[config.mk]
export PLATFORM = sky130hd
export DESIGN_NAME = mux4_scan_ctrl
export DESIGN_NICKNAME = d
export VERILOG_FILES = /design/src/rtl/mux4_scan_ctrl.sv
export SDC_FILE = /design/constraint.sdc
export NUM_CORES = 1
export LEC_CHECK = 0
export ABC_AREA = 1
export CAP_MARGIN = 30
export CORE_MARGIN = 2
export CORE_UTILIZATION = 54
export DETAILED_ROUTE_END_ITERATION = 10
export PLACE_DENSITY = 0.87
export RECOVER_POWER = 50
export SLEW_MARGIN = 20
export SYNTH_ARGS = -nofsm -noshare
export SYNTH_HDL_FRONTEND = slang
export SYNTH_SLANG_ARGS = --single-unit
[constraint.sdc]
create_clock -name clock -period 2.1 [get_ports clock]
set_input_delay 0.42 -clock clock [delete_from_list [all_inputs] [get_ports clock]]
set_output_delay 0.42 -clock clock [all_outputs]
set_load 0.1 [all_outputs]
[src/rtl/mux4_scan_ctrl.sv]
// Scan controller for a 4:1 mux: steps the select through channels 0..3 with a
// programmable dwell, samples the mux output once per channel and hands the word downstream.
module mux4_scan_ctrl #(
  parameter int DWELL = 2,
  parameter int CNT_W = 4
) (
  input  logic       clock,
  input  logic       reset,
  input  logic       start_in,
  input  logic       y_in,
  input  logic       ready_in,
  output logic [1:0] sel_out,
  output logic       busy_out,
  output logic [3:0] data_out,
  output logic       valid_out,
  output logic [1:0] dbg_state
);

  // Output handshake: data_out is offered while valid_out=1 and stays frozen until
  // an edge with valid_out && ready_in; ready_in while valid_out=0 has no effect.

  typedef enum logic [1:0] {
    IDLE = 2'd0,
    SCAN = 2'd1,
    DONE = 2'd2
  } state_t;

  localparam logic [CNT_W-1:0] LAST = CNT_W'(DWELL - 1);

  state_t           state_q, state_n;
  logic [CNT_W-1:0] cnt_q, cnt_n;
  logic [2:0]       shadow_q, shadow_n;
  logic [1:0]       sel_n;
  logic             busy_n;
  logic [3:0]       data_n;
  logic             valid_n;

  always_ff @(posedge clock) begin
    if (reset) begin
      state_q   <= IDLE;
      cnt_q     <= '0;
      shadow_q  <= '0;
      sel_out   <= '0;
      busy_out  <= 1'b0;
      data_out  <= '0;
      valid_out <= 1'b0;
    end else begin
      state_q   <= state_n;
      cnt_q     <= cnt_n;
      shadow_q  <= shadow_n;
      sel_out   <= sel_n;
      busy_out  <= busy_n;
      data_out  <= data_n;
      valid_out <= valid_n;
    end
  end

  always_comb begin
    state_n  = state_q;
    cnt_n    = cnt_q;
    shadow_n = shadow_q;
    sel_n    = sel_out;
    data_n   = data_out;
    valid_n  = valid_out;
    case (state_q)
      IDLE: begin
        valid_n = 1'b0;
        sel_n   = 2'd0;
        if (start_in) begin
          state_n = SCAN;
          cnt_n   = '0;
        end
      end
      SCAN: begin
        if (cnt_q == LAST) begin
          cnt_n = '0;
          case (sel_out)
            2'd0: begin shadow_n[0] = y_in; sel_n = 2'd1; end
            2'd1: begin shadow_n[1] = y_in; sel_n = 2'd2; end
            2'd2: begin shadow_n[2] = y_in; sel_n = 2'd3; end
            default: begin
              // channel 3 goes straight into the word; the shadow only holds 0..2
              data_n  = {y_in, shadow_q};
              valid_n = 1'b1;
              sel_n   = 2'd0;
              state_n = DONE;
            end
          endcase
        end else begin
          cnt_n = cnt_q + CNT_W'(1);
        end
      end
      DONE: begin
        if (valid_out && ready_in) begin
          valid_n = 1'b0;
          if (start_in) begin
            state_n = SCAN;
            cnt_n   = '0;
          end else begin
            state_n = IDLE;
          end
        end
      end
      default: begin
        state_n = IDLE;
        valid_n = 1'b0;
        sel_n   = 2'd0;
      end
    endcase
    busy_n = (state_n != IDLE);
  end

  assign dbg_state = state_q;

endmodule

# Yosys cells after proc, flatten, opt, wreduce, memory -nomap -nowiden
# Index checks and enable logic that the tools add are counted.
# totals
regBits	17
latch_bits	0
ram_bits	0
mem_bits_ro	0
out_inout_bits	10
wordCells	50
memories	0
# classes
addsub	1
n_mul	0
div_mod_pow	0
n_lt_le_gt_ge	0
n_eq_ne	8
shift	0
muxes	17
n_bitwise	2
reduce_logical	13
# ops
op	n
$reduce_and A3 Y1	5
$mux W4	3
$pmux W2 S3	2
$pmux W4 S3	1
$mux W2	5
$ne A2 B2 Y1 const B	3
$add A4 B1 Y4 const B	1
$eq A2 B1 Y1 const B	2
$eq A2 B2 Y1 const B	2
$eq A4 B1 Y1 const B	1
$logic_not A2 Y1	2
$mux W1	4
$pmux W2 S2	1
$reduce_and A2 Y1	2
$reduce_bool A3 Y1	1
$reduce_or A3 Y1	1
$not A1 Y1	2
$pmux W1 S2	1
$reduce_bool A2 Y1	1
$logic_and A1 B1 Y1	1

# Logic depth before layout (Yosys ltp)
# Gate-level depths: netlist of run 1.
# logic_depth
depth_word	6
ltp_mapped	8
mapped_depth_nobuf	8

# Worst setup path after synthesis of run 1
# No wires, ideal clock.
# synth_path
kind	register to register
start	reg state_q[0], in the netlist dbg_state[0]
end	reg data_out[0]
setup_ns	0.113
arrival_time_ns	1.738
path_slack_ns	0.249
path_stages_with_launch	6
synth_period_minus_slack_ns	1.851
cell_sequence	dfxtp_1 > nand2_1 > nor2_8 > nand2_4 > nor2_1 > nor2_1
# synth_via
elab_chain_cells	2
# synth_rtl
element	line	text
start: declaration	30	state_t state_q, state_n;
start signal: assignment	48	state_q <= state_n;
$eq A2 B1 Y1	65	case (state_q)
$reduce_and A3 Y1 (no source line)	n/a	
end signal: assignment	53	data_out <= data_n;
end: declaration	14	output logic [3:0] data_out,
# No other way between the ends.
# A chain may end at the register's enable or synchronous reset.

# Worst setup path in the final report of run 1
# layout_path
start	reg cnt_q[1]
end	reg busy_out
# layout_via
elab_chain_cells	4
# layout_rtl
element	line	text
start: declaration	31	logic [CNT_W-1:0] cnt_q, cnt_n;
start signal: assignment	49	cnt_q <= cnt_n;
$eq A4 B1 Y1	75	if (cnt_q == LAST) begin
$mux W2	75	
$pmux W2 S3	65	
$reduce_bool A2 Y1	110	busy_n = (state_n != IDLE);
end signal: assignment	52	busy_out <= busy_n;
end: declaration	13	output logic busy_out,
# No other way between the ends.

==> results of run 1 <==
[cell usage in the layout (no fill, tap or decap)]
| cell | netlist | final |
|---|---|---|
| or2_1 | 1 | 1 |
| inv_2 | 1 | 1 |
| clkbuf_4 | 0 | 3 |
| nand2_1 | 32 | 35 |
| nand3_1 | 7 | 7 |
| clkdlybuf4s50_1 | 0 | 4 |
| xnor2_1 | 1 | 1 |
| xor2_1 | 1 | 1 |
| nor2_1 | 12 | 12 |
| nor2_8 | 1 | 1 |
| buf_4 | 0 | 9 |
| a21oi_1 | 9 | 9 |
| dfxtp_1 | 17 | 17 |
| clkbuf_1 | 1 | 1 |
| ha_1 | 6 | 6 |
| clkbuf_2 | 0 | 2 |
| nand3b_1 | 2 | 2 |
| inv_1 | 14 | 14 |
| nor2_2 | 2 | 2 |
| a21oi_2 | 1 | 1 |
| o21ai_0 | 2 | 2 |
| nand4_1 | 1 | 1 |
[routing by layer]
metal / wire length, µm / GRT usage (%) / up-vias
li1: - / - / 390
met1: 704 / 22.7 / 334
met2: 746 / 28.5 / 16
met3: 60 / 2.50 / 4
met4: 21 / 7.27 / 0
met5: 0 / 0 / -
[flip-flops by register name, indices dropped and copies added (netlist names)]
name	cells
cnt_q	4
busy_out	1
sel_out	2
valid_out	1
shadow_q	3
dbg_state	2
data_out	4
[stage by stage]
stage	cell area [µm²]	instances	power [mW]	utilization, %
floorplan	846	114	0.467	-
global placement	985	144	0.500	66.1
detailed placement	985	144	0.503	66.1
CTS	1010	148	0.670	67.9
global route	988	148	0.690	66.4
finish	988	148	0.658	66.4
[how the worst max path moves through the flow]
stage,depth (start not counted),startpoint,endpoint,slack [ns]
floorplan,5,dbg_state[0]$_SDFF_PP0_,data_out[0]$_SDFFE_PP0P_,0.25
global placement,6,start_in,cnt_q[1]$_SDFFE_PP0P_,0.63
detailed placement,6,start_in,cnt_q[1]$_SDFFE_PP0P_,0.62
CTS,1,sel_out[1]$_SDFFE_PP0P_,sel_out[1],0.65
global route,6,cnt_q[0]$_SDFFE_PP0P_,data_out[0]$_SDFFE_PP0P_,0.43
finish,8,cnt_q[1]$_SDFFE_PP0P_,busy_out$_SDFF_PP0_,0.58
[area by class of cell]
cell class | instances | area, µm²
Tap cell | 16 | 20.0
Fill cell | 127 | 500
Timing Repair Buffer | 15 | 118
Multi-Input combinational cell | 81 | 428
Inverter | 15 | 56.3
Clock buffer | 4 | 26.3
Sequential cell | 17 | 340
[kinds of logic after synthesis]
family          Yosys count  synth area share [%]
simple gates             61                  34.2
compound gates           12                  7.54
flops                    17                  40.2
buf+inv                  16                  7.10
fa+ha+maj                 6                  8.88
xor+xnor                  2                  2.07
[worst min-delay path: cells and delay by family, from the launching register on]
| kind | cells | cell delay, ns |
|---|---|---|
| DFF | 1 | 0.33 |
| and+or+nand+nor | 1 | 0.06 |
| AOI/OAI and AO/OA | 1 | 0.05 |
[power groups by stage]
stage	logic [mW]	clock network [mW]	registers [mW]
global placement	0.148	0	0.353
floorplan	0.0638	0	0.404
global route	0.156	0.185	0.348
CTS	0.150	0.174	0.346
finish	0.143	0.169	0.346
detailed placement	0.149	0	0.354
==> flow_summary_export.csv, run 1 <==
group,metric,value,unit
run_status,status,"complete, no violations",
global_routing,grt_max_degree,11,
sta,final.setup.tns,0,ns
sta,drv_slew,0,
synth,synth-edff-count,0,
synth,async_reset_ff_share,0,%
route,drtPass1Iterations,4,
sta,setup_viol,0,
flow_run,maxCapViolations,0,
synth,synth.net_count,125,
min_path,hp-start,"shadow_q[0]$_SDFFE_PP0P_",
sta,timing.final.crit_share,72.2,%
sta,fin_skew,0.0101,ns
cts,root_buffer,"clkbuf_4",
synth,synth_seq_cells,17,
worst_setup_path,critPathMaxStageDelay,0.40,ns
pwr,p_seq_share,52.6,%
pwr,clock_power_share,25.7,%
cts,clock_path_buffers,2,
worst_setup_path,crit_chain,"inv_1 > ha_1 > nand2_1 > nor2_8 > nand2_1 > nand2_1 > nand2_1 > nand2_1",
pwr,p_comb_share,21.7,%
worst_setup_path,r2r_cells,8,
worst_setup_path,criticalPathCategory,"flip-flop to flip-flop",
worst_setup_path,critPathArrivalTime,1.69,ns
pwr,p_sw_share,32.3,%
worst_setup_path,reg2reg_slack,0.58,ns
layout,area_growth_syn_to_layout,16.9,%
global_routing,grt_overflow,0,
route,drc,0,
worst_setup_path,critPathMaxFanout,10,
route,vias,744,
cts,cts_tree,"yes",
floorplanning,die_x,43.6,µm
pwr,p_sw,0.213,mW
synth,synth_common_cells,"32 x nand2_1, 17 x dfxtp_1, 14 x inv_1, 12 x nor2_1, 9 x a21oi_1",
route,vias_per_cell,5.03,
synth,synth_cell_types,20,
min_path,hold_depth,2,
synth,synth_top_area_cell,"dfxtp_1",
worst_setup_path,crit_path_end_kind,"flip-flop",
placed_design,gp_congestion,0.828,
synth,syn_area,846,µm²
global_routing,grt_pass1_wl,2530,µm
synth,ys_seq_area_share,40.2,%
cts,path_clk_slew,0.10,ns
floorplanning,fp.coreArea,1490,µm²
cts,postCtsResizedCells,0,
layout,drive_gt1_share,14.4,%
sta,hold_ws,0.474,ns
sta,final.min_clock_period,1.52,ns
synth,synth_ff_type,"dfxtp_1",
worst_setup_path,cp.buffers_inverters,1,
floorplanning,die_height,43.6,µm
floorplanning,start_util,56.8,%
sta,max_clock_freq,0.659,GHz
route,routedWlPerCell,10.4,µm
synth,synthTopCellsByArea,"dfxtp_1 40%, nand2_1 14%, ha_1 8.9%",
global_routing,grt_antenna_before_repair,0,
min_path,hp-class,"flip-flop to flip-flop",
worst_setup_path,slowest_stage,"dfxtp_1",
synth,ys_warn_count,0,
worst_setup_path,cpLargestDelayFamily,"simple AND/OR/NAND/NOR gates",
cts,clock_latency,0.28,ns
route,routed_wl,1530,µm
placed_design,io_buffers,14,
cts,clock-sinks,17,
cts,htreeDepth,1,
floorplanning,die_area,1900,µm²
sta,final_hold_viol_count,0,
route,ant_nets,0,
pwr,ir_worst_vdd,0.373,mV
pwr,leakage,0.491,nW
cts,post-cts-setup-buffers,0,
sta,tightest_slew,0.537,ns
worst_setup_path,r2r_start,"cnt_q[1]$_SDFFE_PP0P_",
global_routing,grt_pass1_vias,626,
min_path,hold-path-endpoint,"shadow_q[0]$_SDFFE_PP0P_",
worst_setup_path,start_kind,"flip-flop",
pwr,powerDensity,665,nW/µm²
floorplanning,rows,14,
sta,rsz0062_at_grt,"false",
layout,n_antenna_cell,0,
floorplanning,ios,15,
layout,nets,144,
worst_setup_path,cp.required,2.28,ns
placed_design,hpwl,1180,µm
placed_design,place_ws,0.616,ns
sta,slew_headroom,64.3,%
cts,cts_buffers,3,
synth,syn_avg_cell_area,7.42,µm²
synth,yosysMostFrequentCell,"nand2_1",
worst_setup_path,cpMostUsedCell,"nand2_1",
synth,synth_top_area_share,40.2,%
route,first_iter_violations,12,
pwr,internal_power,0.445,mW
synth,syn_inst,114,
sta,postLayoutSetupSlackWorst,0.583,ns
global_routing,grt_usage,17.4,%
cts,cts-hold-fix-buffers,0,
worst_setup_path,rr_endpoint,"busy_out$_SDFF_PP0_",
Note: power is estimated with default switching activity, not from simulation.
==> run 2, diff against run 1 <==
--- a/config.mk
+++ b/config.mk
@@ -8,9 +8,9 @@
 export ABC_AREA = 1
 export CAP_MARGIN = 30
 export CORE_MARGIN = 2
-export CORE_UTILIZATION = 54
+export CORE_UTILIZATION = 50
 export DETAILED_ROUTE_END_ITERATION = 10
-export PLACE_DENSITY = 0.87
+export PLACE_DENSITY = 0.81
 export RECOVER_POWER = 50
 export SLEW_MARGIN = 20
 export SYNTH_ARGS = -nofsm -noshare
==> constraint.sdc (replaced) <==
create_clock -name clock -period 1.6 [get_ports clock]
set_input_delay 0.32 -clock clock [delete_from_list [all_inputs] [get_ports clock]]
set_output_delay 0.32 -clock clock [all_outputs]
set_load 0.1 [all_outputs]
==> run 2 against run 1 <==
Effect of this change:
- global-route usage rose by 0.54 points
- combinational power increased by 46%
- clock-buffer cell count unchanged
- non-clock buffer count did not move
- register-to-register slack got worse by 0.26 ns
- core utilization increased by 1.6 points
- clock skew is 0.0058 ns lower
- clock power increased by 34%
- sequential share of layout area shrank 1.8 points
- setup slack got worse by 0.40 ns
- hold slack got worse by 0.0056 ns
- critical path type is now flip-flop to output pin
- critical endpoint is now dbg_state[1]
- largest power group unchanged
==> flow_summary_export.csv, run 2 (synthesis gave the netlist of run 1 again) <==
group,metric,value,unit
worst_setup_path,crit_path_end_kind,"output pin",
cts,postCtsResizedCells,0,
sta,max_clock_freq,0.704,GHz
cts,htreeDepth,1,
layout,register_area,342,µm²
sta,final_hold_viol_count,0,
placed_design,io_buffers,14,
worst_setup_path,crit_chain,"clkbuf_2",
placed_design,hpwl,1120,µm
route,routedWlPerCell,10.0,µm
floorplanning,rows,14,
worst_setup_path,criticalPathCategory,"flip-flop to output pin",
layout,n_antenna_cell,0,
cts,clock_path_buffers,2,
global_routing,grt_usage,17.9,%
floorplanning,start_util,54.9,%
sta,drv_slew,0,
worst_setup_path,critPathArrivalTime,1.10,ns
cts,cts_buffers,3,
worst_setup_path,reg2reg_slack,0.32,ns
route,drc,0,
layout,final_common_cell,"nand2_1",
cts,cts_tree,"yes",
run_status,status,"complete, no violations",
sta,tightest_slew,0.542,ns
floorplanning,die_area,2040,µm²
placed_design,place_area,1110,µm²
pwr,ir_worst_vdd,0.614,mV
layout,nets,144,
route,vias,716,
floorplanning,fp.coreArea,1540,µm²
cts,cts-hold-fix-buffers,0,
worst_setup_path,path_depth,1,
layout,final_cell_mix,"32 x nand2_1, 16 x dfxtp_1, 14 x inv_1",
route,ant_nets,0,
worst_setup_path,critPathMaxFanout,3,
global_routing,grt_pass1_vias,649,
min_path,hp-class,"flip-flop to flip-flop",
placed_design,gp_congestion,0.847,
worst_setup_path,r2r_start,"sel_out[0]$_SDFFE_PP0P_",
sta,fin_skew,0.00428,ns
cts,root_buffer,"clkbuf_4",
global_routing,grt_overflow,0,
route,vias_per_cell,4.84,
worst_setup_path,cpLargestDelayFamily,"buffers and inverters",
worst_setup_path,start_kind,"flip-flop",
sta,final.min_clock_period,1.42,ns
layout,reg.largest.list,"cnt_q (4), data_out (4), shadow_q (3)",
worst_setup_path,slowest_stage,"clkbuf_2",
worst_setup_path,cp-endpoint,"dbg_state[1]",
placed_design,placedCellCount,144,
layout,drive_gt1_share,17.4,%
layout,area_growth_syn_to_layout,23.8,%
pwr,powerDensity,852,nW/µm²
cts,path_clk_slew,0.09,ns
placed_design,place_ws,0.216,ns
route,drtPass1Iterations,4,
global_routing,grt_max_degree,11,
pwr,power.total,0.892,mW
floorplanning,die_x,45.1,µm
cts,post-cts-setup-buffers,0,
layout,utilization,67.9,%
route,routed_wl,1480,µm
global_routing,grt_antenna_before_repair,0,
worst_setup_path,cp.buffers_inverters,1,
cts,clock-sinks,17,
cts,clock_latency,0.29,ns
worst_setup_path,r2r_cells,6,
flow_run,maxCapViolations,0,
worst_setup_path,critPathMaxStageDelay,0.45,ns
layout,multiInputGateArea,445,µm²
floorplanning,die_height,45.1,µm
pwr,leakage,0.519,nW
sta,setup_viol,0,
sta,slew_headroom,64.0,%
global_routing,grt_pass1_wl,2670,µm
sta,final.setup.tns,0,ns
sta,timing.final.crit_share,88.7,%
floorplanning,ios,15,
layout,design_area,1050,µm²
worst_setup_path,rr_endpoint,"sel_out[0]$_SDFFE_PP0P_",
sta,hold_ws,0.468,ns
layout,fin_cells,148,
worst_setup_path,cp.required,1.28,ns
sta,rsz0062_at_grt,"false",
worst_setup_path,crit_start,"dbg_state[1]$_SDFF_PP0_",
layout,fillers,121,
sta,postLayoutSetupSlackWorst,0.180,ns
route,first_iter_violations,22,
run 2: cell count changes in the layout (fill, tap and decap cells not counted), sizes merged:
cell and delta:
buf -4, clkbuf +4
run 2: power breakdown:
| group | total (mW) | internal [mW] | switching (mW) |
|---|---|---|---|
| clock network | 0.226 | 0.0971 | 0.129 |
| registers | 0.457 | 0.438 | 0.0194 |
| logic | 0.209 | 0.0690 | 0.140 |
run 2: metal layers:
metal	vias up	wire length [µm]	track usage (%)	share of wire [%]
li1	389	-	-	-
met1	309	746	24.9	50
met5	-	0	0	0
met4	0	35	10.6	2.4
met3	4	79	4.00	5.3
met2	14	623	25.1	42
run 2: how the worst min path moves through the flow:
stage / from / to / slack [ns] / cells past startpoint
floorplan: shadow_q[1]$_SDFFE_PP0P_ / shadow_q[1]$_SDFFE_PP0P_ / 0.44 / 2
global placement: shadow_q[2]$_SDFFE_PP0P_ / shadow_q[2]$_SDFFE_PP0P_ / 0.45 / 2
detailed placement: shadow_q[2]$_SDFFE_PP0P_ / shadow_q[2]$_SDFFE_PP0P_ / 0.46 / 2
CTS: shadow_q[2]$_SDFFE_PP0P_ / shadow_q[2]$_SDFFE_PP0P_ / 0.47 / 2
global route: shadow_q[1]$_SDFFE_PP0P_ / shadow_q[1]$_SDFFE_PP0P_ / 0.49 / 2
finish: shadow_q[2]$_SDFFE_PP0P_ / shadow_q[2]$_SDFFE_PP0P_ / 0.47 / 2
run 2: cell type report:
type | count | share of cell area (%)
clock buffer | 4 | 2.51
inverter | 15 | 5.38
multi-input combinational | 81 | 42.5
sequential | 17 | 32.6
tap | 16 | 1.91
timing repair buffer | 15 | 15.1
